`src/rtl/dreg_pipeline_pkg.sv`:
```
// dreg_pipeline_pkg -- shared constants and helpers for the dreg_pipeline slice.
//   DREG_WIDTH_DEF / DREG_DEPTH_DEF : default data width and stage count.
//   clog2()                         : ceiling log2, used to size the count port.
package dreg_pipeline_pkg;

    localparam int DREG_WIDTH_DEF = 8;
    localparam int DREG_DEPTH_DEF = 4;

    // Ceiling log2. Callers pass DEPTH+1 (always >= 2), so the result is >= 1.
    function automatic int clog2(input int value);
        int r;
        int v;
        r = 0;
        v = value - 1;
        while (v > 0) begin
            r++;
            v = v >> 1;
        end
        return r;
    endfunction

endpackage

```
`src/rtl/dreg_stage.sv`:
```
// dreg_stage -- one pipeline stage: a WIDTH-bit data register plus its valid bit.
// Ports:
//   clk, rstb      : clock, asynchronous active-low reset (clears data and valid)
//   en             : load d/d_valid on the rising edge
//   flush          : clear valid (data is kept); wins over en
//   d, d_valid     : incoming word and its qualifier
//   q, q_valid     : registered stage contents
module dreg_stage #(
    parameter int WIDTH = 8
) (
    input  logic             clk,
    input  logic             rstb,
    input  logic             en,
    input  logic             flush,
    input  logic [WIDTH-1:0] d,
    input  logic             d_valid,
    output logic [WIDTH-1:0] q,
    output logic             q_valid
);

    logic [WIDTH-1:0] data_q;
    logic             vld_q;

    always_ff @(posedge clk or negedge rstb) begin
        if (!rstb) begin
            data_q <= '0;
            vld_q  <= 1'b0;
        end else if (flush) begin
            // Only the valid bit is invalidated; stale data stays in place.
            vld_q  <= 1'b0;
        end else if (en) begin
            data_q <= d;
            vld_q  <= d_valid;
        end
    end

    assign q       = data_q;
    assign q_valid = vld_q;

endmodule

```
`src/rtl/dreg_pipeline.sv`:
```
// dreg_pipeline -- DEPTH-stage enabled data pipeline with valid tracking and
// a registered occupancy count.
// Ports:
//   clk, rstb      : clock, asynchronous active-low reset
//   en             : advance all stages; 0 holds everything
//   flush          : synchronous invalidate of all stages (regardless of en)
//   d, d_valid     : word into stage 0
//   q, q_valid     : last stage contents (direct register outputs)
//   count          : number of valid stages, 0..DEPTH
//   taps, tap_valid: all stage contents, present only with DREG_PIPELINE_TAPS_EN
//                    (stage i at taps[i*WIDTH +: WIDTH], tap_valid[i])
module dreg_pipeline
    import dreg_pipeline_pkg::*;
#(
    parameter int WIDTH = DREG_WIDTH_DEF,
    parameter int DEPTH = DREG_DEPTH_DEF
) (
    input  logic                        clk,
    input  logic                        rstb,
    input  logic                        en,
    input  logic                        flush,
    input  logic [WIDTH-1:0]            d,
    input  logic                        d_valid,
    output logic [WIDTH-1:0]            q,
    output logic                        q_valid,
`ifdef DREG_PIPELINE_TAPS_EN
    output logic [WIDTH*DEPTH-1:0]      taps,
    output logic [DEPTH-1:0]            tap_valid,
`endif
    output logic [clog2(DEPTH+1)-1:0]   count
);

    localparam int CW = clog2(DEPTH+1);

    logic [DEPTH-1:0][WIDTH-1:0] stg_data;
    logic [DEPTH-1:0]            stg_vld;
    logic [CW-1:0]               count_q, count_d;

    for (genvar i = 0; i < DEPTH; i++) begin : g_stage
        logic [WIDTH-1:0] stg_in;
        logic             stg_in_vld;

        if (i == 0) begin : g_head
            assign stg_in     = d;
            assign stg_in_vld = d_valid;
        end else begin : g_body
            assign stg_in     = stg_data[i-1];
            assign stg_in_vld = stg_vld[i-1];
        end

        dreg_stage #(.WIDTH(WIDTH)) u_stage (
            .clk     (clk),
            .rstb    (rstb),
            .en      (en),
            .flush   (flush),
            .d       (stg_in),
            .d_valid (stg_in_vld),
            .q       (stg_data[i]),
            .q_valid (stg_vld[i])
        );
    end

    // Occupancy: one word may enter and one may leave per enabled edge. If the
    // last stage is valid the count is >= 1, so the subtraction cannot wrap,
    // and entering+leaving at DEPTH leaves the count unchanged.
    always_comb begin
        count_d = count_q;
        if (flush)
            count_d = '0;
        else if (en)
            count_d = count_q + CW'(d_valid) - CW'(stg_vld[DEPTH-1]);
    end

    always_ff @(posedge clk or negedge rstb) begin
        if (!rstb) count_q <= '0;
        else       count_q <= count_d;
    end

    assign q       = stg_data[DEPTH-1];
    assign q_valid = stg_vld[DEPTH-1];
    assign count   = count_q;

`ifdef DREG_PIPELINE_TAPS_EN
    // Packed array flattens with stage 0 in the low WIDTH bits.
    assign taps      = stg_data;
    assign tap_valid = stg_vld;
`endif

endmodule

```
`config.mk`:
```
export PLATFORM = sky130hd
export DESIGN_NAME = dreg_pipeline
export DESIGN_NICKNAME = d
export VERILOG_FILES = /design/src/rtl/dreg_pipeline_pkg.sv /design/src/rtl/dreg_stage.sv /design/src/rtl/dreg_pipeline.sv
export SDC_FILE = /design/constraint.sdc
export NUM_CORES = 1
export LEC_CHECK = 0
export CORE_ASPECT_RATIO = 2
export CORE_UTILIZATION = 40
export DETAILED_ROUTE_END_ITERATION = 16
export SLEW_MARGIN = 20
export SYNTH_ARGS = -nofsm -noshare
export SYNTH_HDL_FRONTEND = slang
export SYNTH_SLANG_ARGS = --single-unit
```
`constraint.sdc`:
```
create_clock -name clk -period 2.98 [get_ports clk]
set_clock_uncertainty 0.2 [all_clocks]
set_input_delay 0.596 -clock clk [delete_from_list [all_inputs] [get_ports clk]]
set_output_delay 0.596 -clock clk [all_outputs]
set_load 0.1 [all_outputs]
```
# After elaboration in Yosys (flattened, before gate mapping)
# Cells that the tools add are included.
dict set report totals {
  rom_bits 0
  inputBits 13
  out_inout_bits 12
  mem_count 0
  word_cells 24
  latch_bits 0
  ram_bits 0
  ff_bits 39
}
dict set report op_classes {
  n_shift 0
  addsub 2
  eq_ne 0
  n_reduce_logical 2
  bitwise 1
  muxes 10
  div_mod_pow 0
  order_cmp 0
  mul 0
}
# op n
set op_table {}
lappend op_table {{1-bit 2-to-1 mux} 8}
lappend op_table {{3-bit 2-to-1 mux} 2}
lappend op_table {{3-bit by 1-bit adder with 3-bit output} 1}
lappend op_table {{3-bit by 1-bit subtractor with 3-bit output} 1}
lappend op_table {{2-bit AND reduction} 1}
lappend op_table {{2-bit nonzero test} 1}
lappend op_table {{1-bit NOT} 1}

# Logic depth before layout (Yosys ltp)
# Gate-level depths: netlist of the first run.
dict set report logic_depth {
  word_depth 4
  ltp_mapped 9
  ltp_nobuf 9
}

# Hierarchy
# A second synthesis of the first run with hierarchy kept.
dict set report hier_totals {
  cells_unflattened 103
  hier_area_um2 1731.7
}
# module area_each_um2 n_inst cells_per_inst seq_area_each_um2
set modules_own_cells {}
lappend modules_own_cells {dreg_stage 384.1 4 21 225.2}
lappend modules_own_cells {dreg_pipeline 195.2 1 19 75.1}

# Worst setup path after synthesis of the first run
# Ideal clock, no wire load.
dict set report synth_timing {
  path_kind {flip-flop to flip-flop}
  from {register count_q[0] (netlist: count[0])}
  to {register count_q[2] (netlist: count[2])}
  path_slack_ns 0.329
  period_less_slack_ns 2.651
  t_required_ns 2.660
  t_arrival_ns 2.330
  path_stages_with_launch 10
  setup_time_ns 0.120
  path_buffers 0
  cell_sequence {dfrtp_1 -> inv_1 -> ha_1 -> inv_1 -> ha_1 -> inv_1 -> fa_1 -> xor2_1 -> a21oi_1 -> a31o_2}
}
dict set report synth_via {
  elab_chain_len 4
}
# item line
set synth_rtl {}
lappend synth_rtl {{start: declaration} dreg_pipeline.sv:37} ;# logic [CW-1:0] count_q, count_d;
lappend synth_rtl {{start signal: assignment} dreg_pipeline.sv:76} ;# else count_q <= count_d;
lappend synth_rtl {{3-bit by 1-bit adder with 3-bit output} dreg_pipeline.sv:71} ;# count_d = count_q + CW'(d_valid) - CW'(stg_vld[DEPTH-1]);
lappend synth_rtl {{3-bit by 1-bit subtractor with 3-bit output} dreg_pipeline.sv:71}
lappend synth_rtl {{3-bit 2-to-1 mux} dreg_pipeline.sv:70} ;# else if (en)
lappend synth_rtl {{3-bit 2-to-1 mux} dreg_pipeline.sv:68} ;# if (flush)
# Every way passes these cells. The select of a mux whose other input is x is not followed.
# A chain may end at the register's enable or synchronous reset.

# Worst setup path after layout of the first run
dict set report layout_timing {
  from {input d_valid}
  to {register count_q[2] (netlist: count[2])}
}
dict set report layout_via {
  elab_chain_len 4
}
# item line
set layout_rtl {}
lappend layout_rtl {{start: declaration} dreg_pipeline.sv:23} ;# input logic d_valid,
lappend layout_rtl {{3-bit by 1-bit adder with 3-bit output} dreg_pipeline.sv:71}
lappend layout_rtl {{3-bit by 1-bit subtractor with 3-bit output} dreg_pipeline.sv:71}
lappend layout_rtl {{3-bit 2-to-1 mux} dreg_pipeline.sv:70}
lappend layout_rtl {{3-bit 2-to-1 mux} dreg_pipeline.sv:68}
# Every way passes these cells. The select of a mux whose other input is x is not followed.

==> results of run 1 <==
==> per-layer routing <==
layer / part of all wire, % / wire length, µm / up-vias / track usage (%)
met5: 0 / 0 / - / 0
met4: 2.4 / 60 / 0 / 6.62
met1: 43 / 1090 / 440 / 15.6
li1: - / - / 395 / -
met3: 4.2 / 107 / 6 / 3.38
met2: 50 / 1290 / 22 / 21.2
==> power breakdown <==
group	switching, mW	internal [mW]	leakage, nW
Clock	0.179	0.335	0.0654
Combinational	0.456	0.252	0.456
Sequential	0.0791	0.659	0.474
==> flip-flops by register name, indices dropped and copies added (netlist names) <==
signal / count
count: 3
g_stage.u_stage.q: 32
g_stage.u_stage.q_valid: 4
==> cells by family (layout without fill, tap and decap cells) <==
group,Yosys count,count (layout),synth area share [%]
compound gates,3,3,1.23
xor+xnor,1,1,0.508
buf+inv,9,38,6.09
mux,37,37,30.3
flops,39,39,56.6
simple gates,9,9,2.68
fa+ha+maj,3,3,2.61
==> final cells by class <==
cell class	count	area, µm²	share of cell area [%]
Inverter	3	11.3	0.544
Tap cell	52	65.1	3.14
Multi-Input combinational cell	53	644	31.1
Clock buffer	6	72.6	3.51
Sequential cell	39	976	47.2
Clock inverter	2	60.1	2.90
Timing Repair Buffer	27	240	11.6
==> synthesized netlist by cell type <==
library cell	number	area (µm²)
a211oi_1	1	7.51
a21oi_1	1	5.00
a31o_2	1	8.76
buf_12	3	60.1
buf_6	3	33.8
dfrtp_1	39	976
fa_1	1	20.0
ha_1	2	25.0
inv_1	3	11.3
mux2_2	2	22.5
mux2_4	30	450
mux2i_1	5	50.1
nand2b_1	1	6.26
nor2_1	7	26.3
nor2b_4	1	13.8
xor2_1	1	8.76
==> worst register-to-register path, stage by stage, from the launching register on <==
cell	delay, ns
dfrtp_1	0.42
ha_1	0.30
inv_1	0.05
ha_1	0.13
inv_1	0.05
fa_1	0.37
xor2_1	0.18
a21oi_1	0.09
a31o_2	0.21
==> path summary, 6_finish.rpt <==
| path | from | end | slack, ns | depth (start not counted) |
|---|---|---|---|---|
| hold reg to reg | g_stage[1].u_stage.q[5] | g_stage[2].u_stage.q[5] | 0.31 | 1 |
| setup reg to reg | g_stage[3].u_stage.q_valid | count[2] | 0.89 | 8 |
| setup / recovery | d_valid | count[2] | 0.83 | 7 |
| max in group asynchronous | rstb | g_stage[0].u_stage.q[1] | 1.86 | 1 |
| hold / removal | rstb | g_stage[2].u_stage.q_valid | 0.20 | 1 |
| min in group clk | g_stage[1].u_stage.q[5] | g_stage[2].u_stage.q[5] | 0.31 | 1 |
==> stage by stage <==
| stage | hold WS, ns | cells |
|---|---|---|
| after floorplan | 0.100 | 101 |
| after global placement | 0.289 | 174 |
| after detailed placement | 0.297 | 174 |
| after CTS | 0.234 | 182 |
| after global routing | 0.274 | 182 |
| final | 0.201 | 182 |
==> metrics.md, run 1 <==
| Metric | Value |
|---|---|
| Setup TNS | 0 ns |
| Top-Level Pins | 25 |
| Crit. End Element | flip-flop |
| Hold crit path type | in2async |
| Initial core utilization | 41.8% |
| Final ANT Viol Nets | 0 |
| Clock transition at path regs | 0.07 ns |
| Placed Area | 1940 µm² |
| Antenna violations before repair | 0 |
| Slew Limit Headroom | 45.2% |
| Layout cells sized above 1 | 43.8% |
| Outcome | finished clean |
| Pre-CTS WS | 0.529 ns |
| Final Util | 50.1% |
| Final Net Count | 145 |
| Yosys warnings | 0 |
| PostCTS Resize Cnt | 0 |
| Post-synth design cell area | 1730 µm² |
| Commonest non-fill, non-tap cell in the layout | dfrtp_1 |
| WP buf/inv | 2 |
| Design area | 2070 µm² |
| Width of the die | 48.4 µm |
| Total Power Consumption | 1.96 mW |
| # setup viols final | 0 |
| Remaining Overflow, GRT | 0 |
| Pleak | 0.996 nW |
| Max-slew violation count | 0 |
| Max Cap Viol | 0 |
| Arrival @ worst endpoint | 2.13 ns |
| Syn-to-layout area delta | 19.9% |
| Commonest non-fill, non-tap cells in the layout | dfrtp_1, mux2_4, buf_4 |
| CP Max Fanout | 2 |
| Critical path class | in2reg |
| Fill cells | 374 |
| Critical Path Slowest Stage Cell | clkdlybuf4s50_1 |
| Gpl congestion | 0.661 |
| Post-Syn Instances | 101 |
| Largest net degree at the start of global routing | 40 |
| Max incr delay on CP | 0.49 ns |
| Family with the most delay on the worst path | buffers and inverters |
| Chip height | 94.9 µm |
| Seq cells post-synth | 39 |
| Final HPWL DP | 1760 µm |
| CTS Buf Count | 5 |
| Pre-Repair DR Iteration Count | 4 |
| Post-Syn Area per Cell | 17.1 µm² |
| Die area | 4600 µm² |
| Sequential area share after synthesis | 56.6% |
| Port bufs | 24 |
| CTS tree | done |
| Syn_nets | 117 |
| Ant. Diodes | 0 |
| Final worst slack | 0.831 ns |
| Netlist cell types | 16 |
| Hold Buf Count CTS | 0 |
| Clock Root Buffer | clkbuf_8 |
| Final period util | 72.1% |
| Core area | 4130 µm² |
| DR DRC count | 0 |
| Vias in the first global route | 915 |
| H-tree depth | 2 |
| DR iter-0 viols | 6 |
| Rows | 33 |
| RSZ-0062 raised after global routing | false |
| Clock buffer depth | 2 |
| Overall fraction of global-route tracks in use | 12.9% |
| Clk_lat worst skew | 0.28 ns |
| Post-layout min period | 2.15 ns |
| First-pass GRT wire length | 4500 µm |
| Clock sink total | 39 |
| Peak supply drop | 0.651 mV |
| Drt total wl | 2550 µm |
| Critical Path Source Type | input port |
| Post-CTS Setup Inserts | 0 |
| Worst path cell trace | clkdlybuf4s50_1 > ha_1 > inv_1 > fa_1 > xor2_1 > a21oi_1 > a31o_2 |
| WL per Instance | 14.0 µm |
| Vias per Instance | 4.74 |
| Slew @ Worst Pin | 0.821 ns |
| Final-report hold violation count | 0 |
| F_max | 465 MHz |
| Pwr Density | 947 nW/µm² |
| Vias | 863 |
| WP data required | 2.96 ns |
Note: power is estimated with default switching activity, not from simulation.
==> inputs of run 2 (changes only) <==
==> constraint.sdc (replaced) <==
create_clock -name clk -period 1.9 [get_ports clk]
set_clock_uncertainty 0.2 [all_clocks]
set_input_delay 0.38 -clock clk [delete_from_list [all_inputs] [get_ports clk]]
set_output_delay 0.38 -clock clk [all_outputs]
set_load 0.1 [all_outputs]
==> run 2 against run 1 <==
The run now ends with negative setup slack left; global-route usage grew 0.99 points; worst setup slack worse by 0.97 ns; clock power grew 38%; sequential cell count did not move; die area unchanged; critical endpoint unchanged.
==> metrics.md, run 2 (synthesis results as in run 1) <==
| Metric | Value |
|---|---|
| Slew @ Worst Pin | 0.446 ns |
| Die area | 4600 µm² |
| Pwr Density | 1410 nW/µm² |
| Layout cells sized above 1 | 54.4% |
| GRT busiest layer | met2 |
| Max incr delay on CP | 0.50 ns |
| Final HPWL DP | 2050 µm |
| Top-Level Pins | 25 |
| Width of the die | 48.4 µm |
| Max FFs per register | 32 |
| Crit. End Element | flip-flop |
| Gpl congestion | 0.671 |
| Ant. Diodes | 0 |
| Vias | 892 |
| Syn-to-layout area delta | 33.5% |
| Cell Count, Final, Fillers Out | 188 |
| Post-CTS Setup Inserts | 0 |
| CTS Buf Count | 5 |
| Crit path top cell by count | ha_4 |
| Clock transition at path regs | 0.08 ns |
| Max-slew violation count | 0 |
| Hold crit path type | reg2reg |
| Arrival @ worst endpoint | 2.02 ns |
| Overall fraction of global-route tracks in use | 13.9% |
| Clock sink total | 39 |
| Final-report hold violation count | 0 |
| Commonest non-fill, non-tap cell in the layout | dfrtp_1 |
| Critical Path Slowest Stage Cell | dfrtp_4 |
| Final Util | 55.8% |
| Fill cells | 352 |
| Setup TNS | -0.209 ns |
| F_max | 489 MHz |
| Core area | 4130 µm² |
| DR DRC count | 0 |
| WP data required | 1.88 ns |
| First-pass GRT wire length | 4700 µm |
| DR iter-0 viols | 7 |
| GR Layer Usage met2 | 25.5% |
| CTS tree | done |
| Critical Path Source Type | flip-flop |
| Commonest non-fill, non-tap cells in the layout | dfrtp_1, mux2_4, buf_12 |
| Clock buffer depth | 2 |
| Rows | 33 |
| Initial core utilization | 41.8% |
| RSZ-0062 raised after global routing | true |
| Pleak | 1.06 nW |
| Final worst slack | -0.143 ns |
| Chip height | 94.9 µm |
| Violated checks | negative setup slack |
| Outcome | finished with violations |
| # setup viols final | 2 |
| Final period util | 108% |
| Vias per Instance | 4.74 |
| Max Cap Viol | 0 |
| GR Util met1 | 14.9% |
| Vias in the first global route | 977 |
| Drt total wl | 2740 µm |
| Largest net degree at the start of global routing | 25 |
| Peak supply drop | 0.808 mV |
| Pre-Repair DR Iteration Count | 2 |
| Post-layout min period | 2.04 ns |
| Antenna violations before repair | 0 |
| Placed cells | 179 |
| Met3 Usage GRT | 2.42% |
| Critical path class | reg2reg |
| Clk_lat worst skew | 0.29 ns |
| Hold Slack | 0.316 ns |
| Port bufs | 24 |
| Final Net Count | 151 |
| Worst path cell trace | ha_4 > inv_4 > ha_4 > inv_2 > fa_2 > xor2_2 > a21oi_1 > a31o_2 |
| H-tree depth | 2 |
| Final ANT Viol Nets | 0 |
| WL per Instance | 14.6 µm |
| Pre-CTS WS | -0.327 ns |
| Remaining Overflow, GRT | 0 |
| Slew Limit Headroom | 70.3% |
| CP Max Fanout | 2 |
| Clock Root Buffer | clkbuf_8 |
run 2: area by class of cell:
type	instances	area [µm²]	area share, %
flip-flops and latches	39	985	42.7
inverters	3	13.8	0.598
repair buffers	33	438	19.0
clock inverters	2	35.0	1.52
clock buffers	6	82.6	3.59
well taps	52	65.1	2.82
multi-input cells	53	684	29.7
run 2: stage by stage:
step,total power [mW],area [µm²]
final,3.25,2300
after global routing,3.38,2300
after CTS,3.29,2300
after detailed placement,2.56,2170
after global placement,2.53,2170
after floorplan,2.07,1770
run 2: power by group:
part | total (mW) | switching [mW] | internal, mW
logic | 1.34 | 0.730 | 0.607
clock network | 0.708 | 0.283 | 0.425
registers | 1.20 | 0.169 | 1.03
total | 3.25 | 1.18 | 2.07
run 2: worst max-delay path: cells and delay by family, from the launching register on:
| kind | cells | cell delay (ns) |
|---|---|---|
| adder cells (fa/ha/maj) | 3 | 0.70 |
| flip-flops | 1 | 0.50 |
| AO/OA/AOI/OAI | 2 | 0.30 |
| XOR/XNOR | 1 | 0.16 |
| buffers and inverters | 2 | 0.08 |
run 2: path summary, 6_finish.rpt:
path                       cells past startpoint                        from  slack, ns                          to
setup / recovery                               8  g_stage[3].u_stage.q_valid      -0.14                    count[2]
hold / removal                                 1     g_stage[1].u_stage.q[5]       0.32     g_stage[1].u_stage.q[5]
setup reg to reg                               8  g_stage[3].u_stage.q_valid      -0.14                    count[2]
hold reg to reg                                1     g_stage[1].u_stage.q[5]       0.32     g_stage[1].u_stage.q[5]
max in group asynchronous                      3                        rstb       0.57     g_stage[0].u_stage.q[0]
min in group asynchronous                      2                        rstb       0.36  g_stage[1].u_stage.q_valid
run 2: layer usage:
metal	up-vias	routed length (µm)
met5	-	0
met4	0	58
met3	5	81
met2	21	1550
met1	458	1060
li1	408	-
run 2: what timing repair did:
item	in CTS	in global routing
setup endpoints to repair	2	2
pin swaps	0	1
hold endpoints to repair	18	0
hold buffers	1	0
resized for setup	1	1
==> inputs of run 3 (changes only) <==
--- a/config.mk
+++ b/config.mk
@@ -5,9 +5,11 @@
 export SDC_FILE = /design/constraint.sdc
 export NUM_CORES = 1
 export LEC_CHECK = 0
+export ABC_CLOCK_PERIOD_IN_PS = 1900
 export CORE_ASPECT_RATIO = 2
 export CORE_UTILIZATION = 40
 export DETAILED_ROUTE_END_ITERATION = 16
+export RECOVER_POWER = 100
 export SLEW_MARGIN = 20
 export SYNTH_ARGS = -nofsm -noshare
 export SYNTH_HDL_FRONTEND = slang
==> run 3 against run 2 <==
The flow still finishes with violations (negative setup slack); critical endpoint unchanged; worst hold slack worse by 0.013 ns; sequential cell count is the same; highest routed layer unchanged; final cell count did not move; core utilization decreased by 4.8 points; clock power barely moved; combinational power shrank 20%.
==> metrics.md, run 3 (synthesis results as in run 1) <==
| Metric | Value |
|---|---|
| Register area | 985 µm² |
| Clock sink total | 39 |
| First-pass GRT wire length | 4700 µm |
| Pre-Repair DR Iteration Count | 2 |
| Initial core utilization | 41.8% |
| Layout cells sized above 1 | 50.0% |
| Worst r2r dst | count[2] |
| WP buf/inv | 2 |
| Clock Root Buffer | clkbuf_8 |
| Setup TNS | -0.209 ns |
| Max FFs per register | 32 |
| Worst Setup SP | g_stage[3].u_stage.q_valid |
| CTS tree | done |
| # setup viols final | 2 |
| Arrival @ worst endpoint | 2.02 ns |
| Crit path capture | count[2] |
| Pwr Density | 1390 nW/µm² |
| Family with the most delay on the worst path | adder cells |
| Final Net Count | 151 |
| Crit. End Element | flip-flop |
| Fill cells | 381 |
| Critical Path Slowest Stage Cell | dfrtp_4 |
| WP data required | 1.88 ns |
| RSZ-0062 raised after global routing | true |
| Final-report hold violation count | 0 |
| Hold Slack | 0.302 ns |
| Max Cap Viol | 0 |
| Core area | 4130 µm² |
| Sequential Power Share | 39.5% |
| Antenna violations before repair | 0 |
| DR iter-0 viols | 5 |
| Crit. path cell count | 8 |
| Routed length on met1 | 1080 µm |
| Vias in the first global route | 977 |
| Width of the die | 48.4 µm |
| Commonest non-fill, non-tap cell in the layout | dfrtp_1 |
| Final ANT Viol Nets | 0 |
| Multi-input gate area | 662 µm² |
| Crit path top cell by count | ha_4 |
| Final worst slack | -0.143 ns |
| Vias | 894 |
| Overall fraction of global-route tracks in use | 13.9% |
| CTS Buf Count | 5 |
| H-tree depth | 2 |
| Clk_lat worst skew | 0.29 ns |
| Pleak | 0.986 nW |
| Top-Level Pins | 25 |
| WL per Instance | 14.7 µm |
| Largest net degree at the start of global routing | 25 |
| Switching Fraction | 38.7% |
| Clock power frac | 24.1% |
| Gpl congestion | 0.671 |
| Met3 routed wirelength | 80 µm |
| Met2 WL | 1540 µm |
| Rows | 33 |
| Ant. Diodes | 0 |
| Slew @ Worst Pin | 1.04 ns |
| Switching pwr | 1.14 mW |
| Port bufs | 24 |
| Slew Limit Headroom | 30.9% |
| Post-layout min period | 2.04 ns |
| Comb pwr share | 36.4% |
| Outcome | finished with violations |
| Hold crit path type | reg2reg |
| Critical path class | reg2reg |
| FF-to-FF Start | g_stage[3].u_stage.q_valid |
| Die area | 4600 µm² |
| Max incr delay on CP | 0.50 ns |
| Remaining Overflow, GRT | 0 |
| Flop2flop setup slack | -0.14 ns |
| CP Max Fanout | 2 |
| Vias per Instance | 4.76 |
| Max-slew violation count | 0 |
| Final HPWL DP | 2050 µm |
| Drt total wl | 2760 µm |
| Critical Path Source Type | flip-flop |
| DR DRC count | 0 |
| Internal | 1.80 mW |
| Commonest non-fill, non-tap cells in the layout | dfrtp_1, mux2_4, clkbuf_2 |
| Final period util | 108% |
| Worst r2r path cells | 8 |
| Violated checks | negative setup slack |
| Hold Path Depth | 1 |
| Clock buffer depth | 2 |
| Max layer used | met4 |
| F_max | 489 MHz |
| Clock transition at path regs | 0.08 ns |
| Peak supply drop | 0.801 mV |
| Worst path cell trace | ha_4 > inv_4 > ha_4 > inv_2 > fa_2 > xor2_2 > a21oi_1 > a31o_2 |
| Syn-to-layout area delta | 22.0% |
| Chip height | 94.9 µm |
==> run 3: cell types whose count changed in the layout (fill, tap and decap cells not counted), sizes merged <==
cell and change:
buf -12, dlygate4sd3 +1, clkdlybuf4s50 -1, clkbuf +12
==> run 3: metrics by stage <==
step	setup WS, ns	utilization (%)	cells	cell area (µm²)	power (mW)
2_1_floorplan	-0.275	-	101	1770	2.07
3_3_place_gp	-0.291	52.5	179	2170	2.53
3_5_place_dp	-0.327	52.5	179	2170	2.56
4_1_cts	-0.152	55.7	188	2300	3.29
5_1_grt	-0.196	51.0	188	2110	3.06
6_report	-0.143	51.0	188	2110	2.94
==> run 3: layer usage <==
| layer | track usage, % | up-vias |
|---|---|---|
| li1 | - | 410 |
| met1 | 14.9 | 458 |
| met2 | 25.5 | 21 |
| met3 | 2.42 | 5 |
| met4 | 8.09 | 0 |
| met5 | 0 | - |
==> run 3: worst min-delay path by stage <==
stage	from	endpoint	slack, ns
CTS	g_stage[0].u_stage.q[2]	g_stage[1].u_stage.q[2]	0.32
global placement	rstb	g_stage[1].u_stage.q_valid	0.13
floorplan	rstb	count[1]	-0.12
global route	g_stage[1].u_stage.q[2]	g_stage[1].u_stage.q[2]	0.33
detailed placement	rstb	g_stage[2].u_stage.q_valid	0.15
finish	g_stage[2].u_stage.q[6]	g_stage[2].u_stage.q[6]	0.30
==> run 3: power by group through the flow <==
stage | sequential, mW | clock (mW) | combinational (mW)
3_5_place_dp | 1.22 | 0 | 1.34
5_1_grt | 1.19 | 0.765 | 1.11
4_1_cts | 1.21 | 0.737 | 1.35
3_3_place_gp | 1.20 | 0 | 1.32
2_1_floorplan | 1.71 | 0 | 0.362
6_report | 1.16 | 0.708 | 1.07
==> run 3: area by class of cell <==
class,instances,share of cell area [%]
clock buffers,6,3.92
clock inverters,2,1.66
inverters,3,0.654
multi-input cells,53,31.4
flip-flops and latches,39,46.8
well taps,52,3.09
repair buffers,33,12.5
==> run 3: repair_timing <==
item                                    in CTS  in global routing
hold buffers                                 1                  0
endpoints found under the setup margin       2                  2
setup buffers                                0                  0
hold endpoints to repair                    18                  0
gates resized for setup                      1                  1
pin swaps                                    0                  1
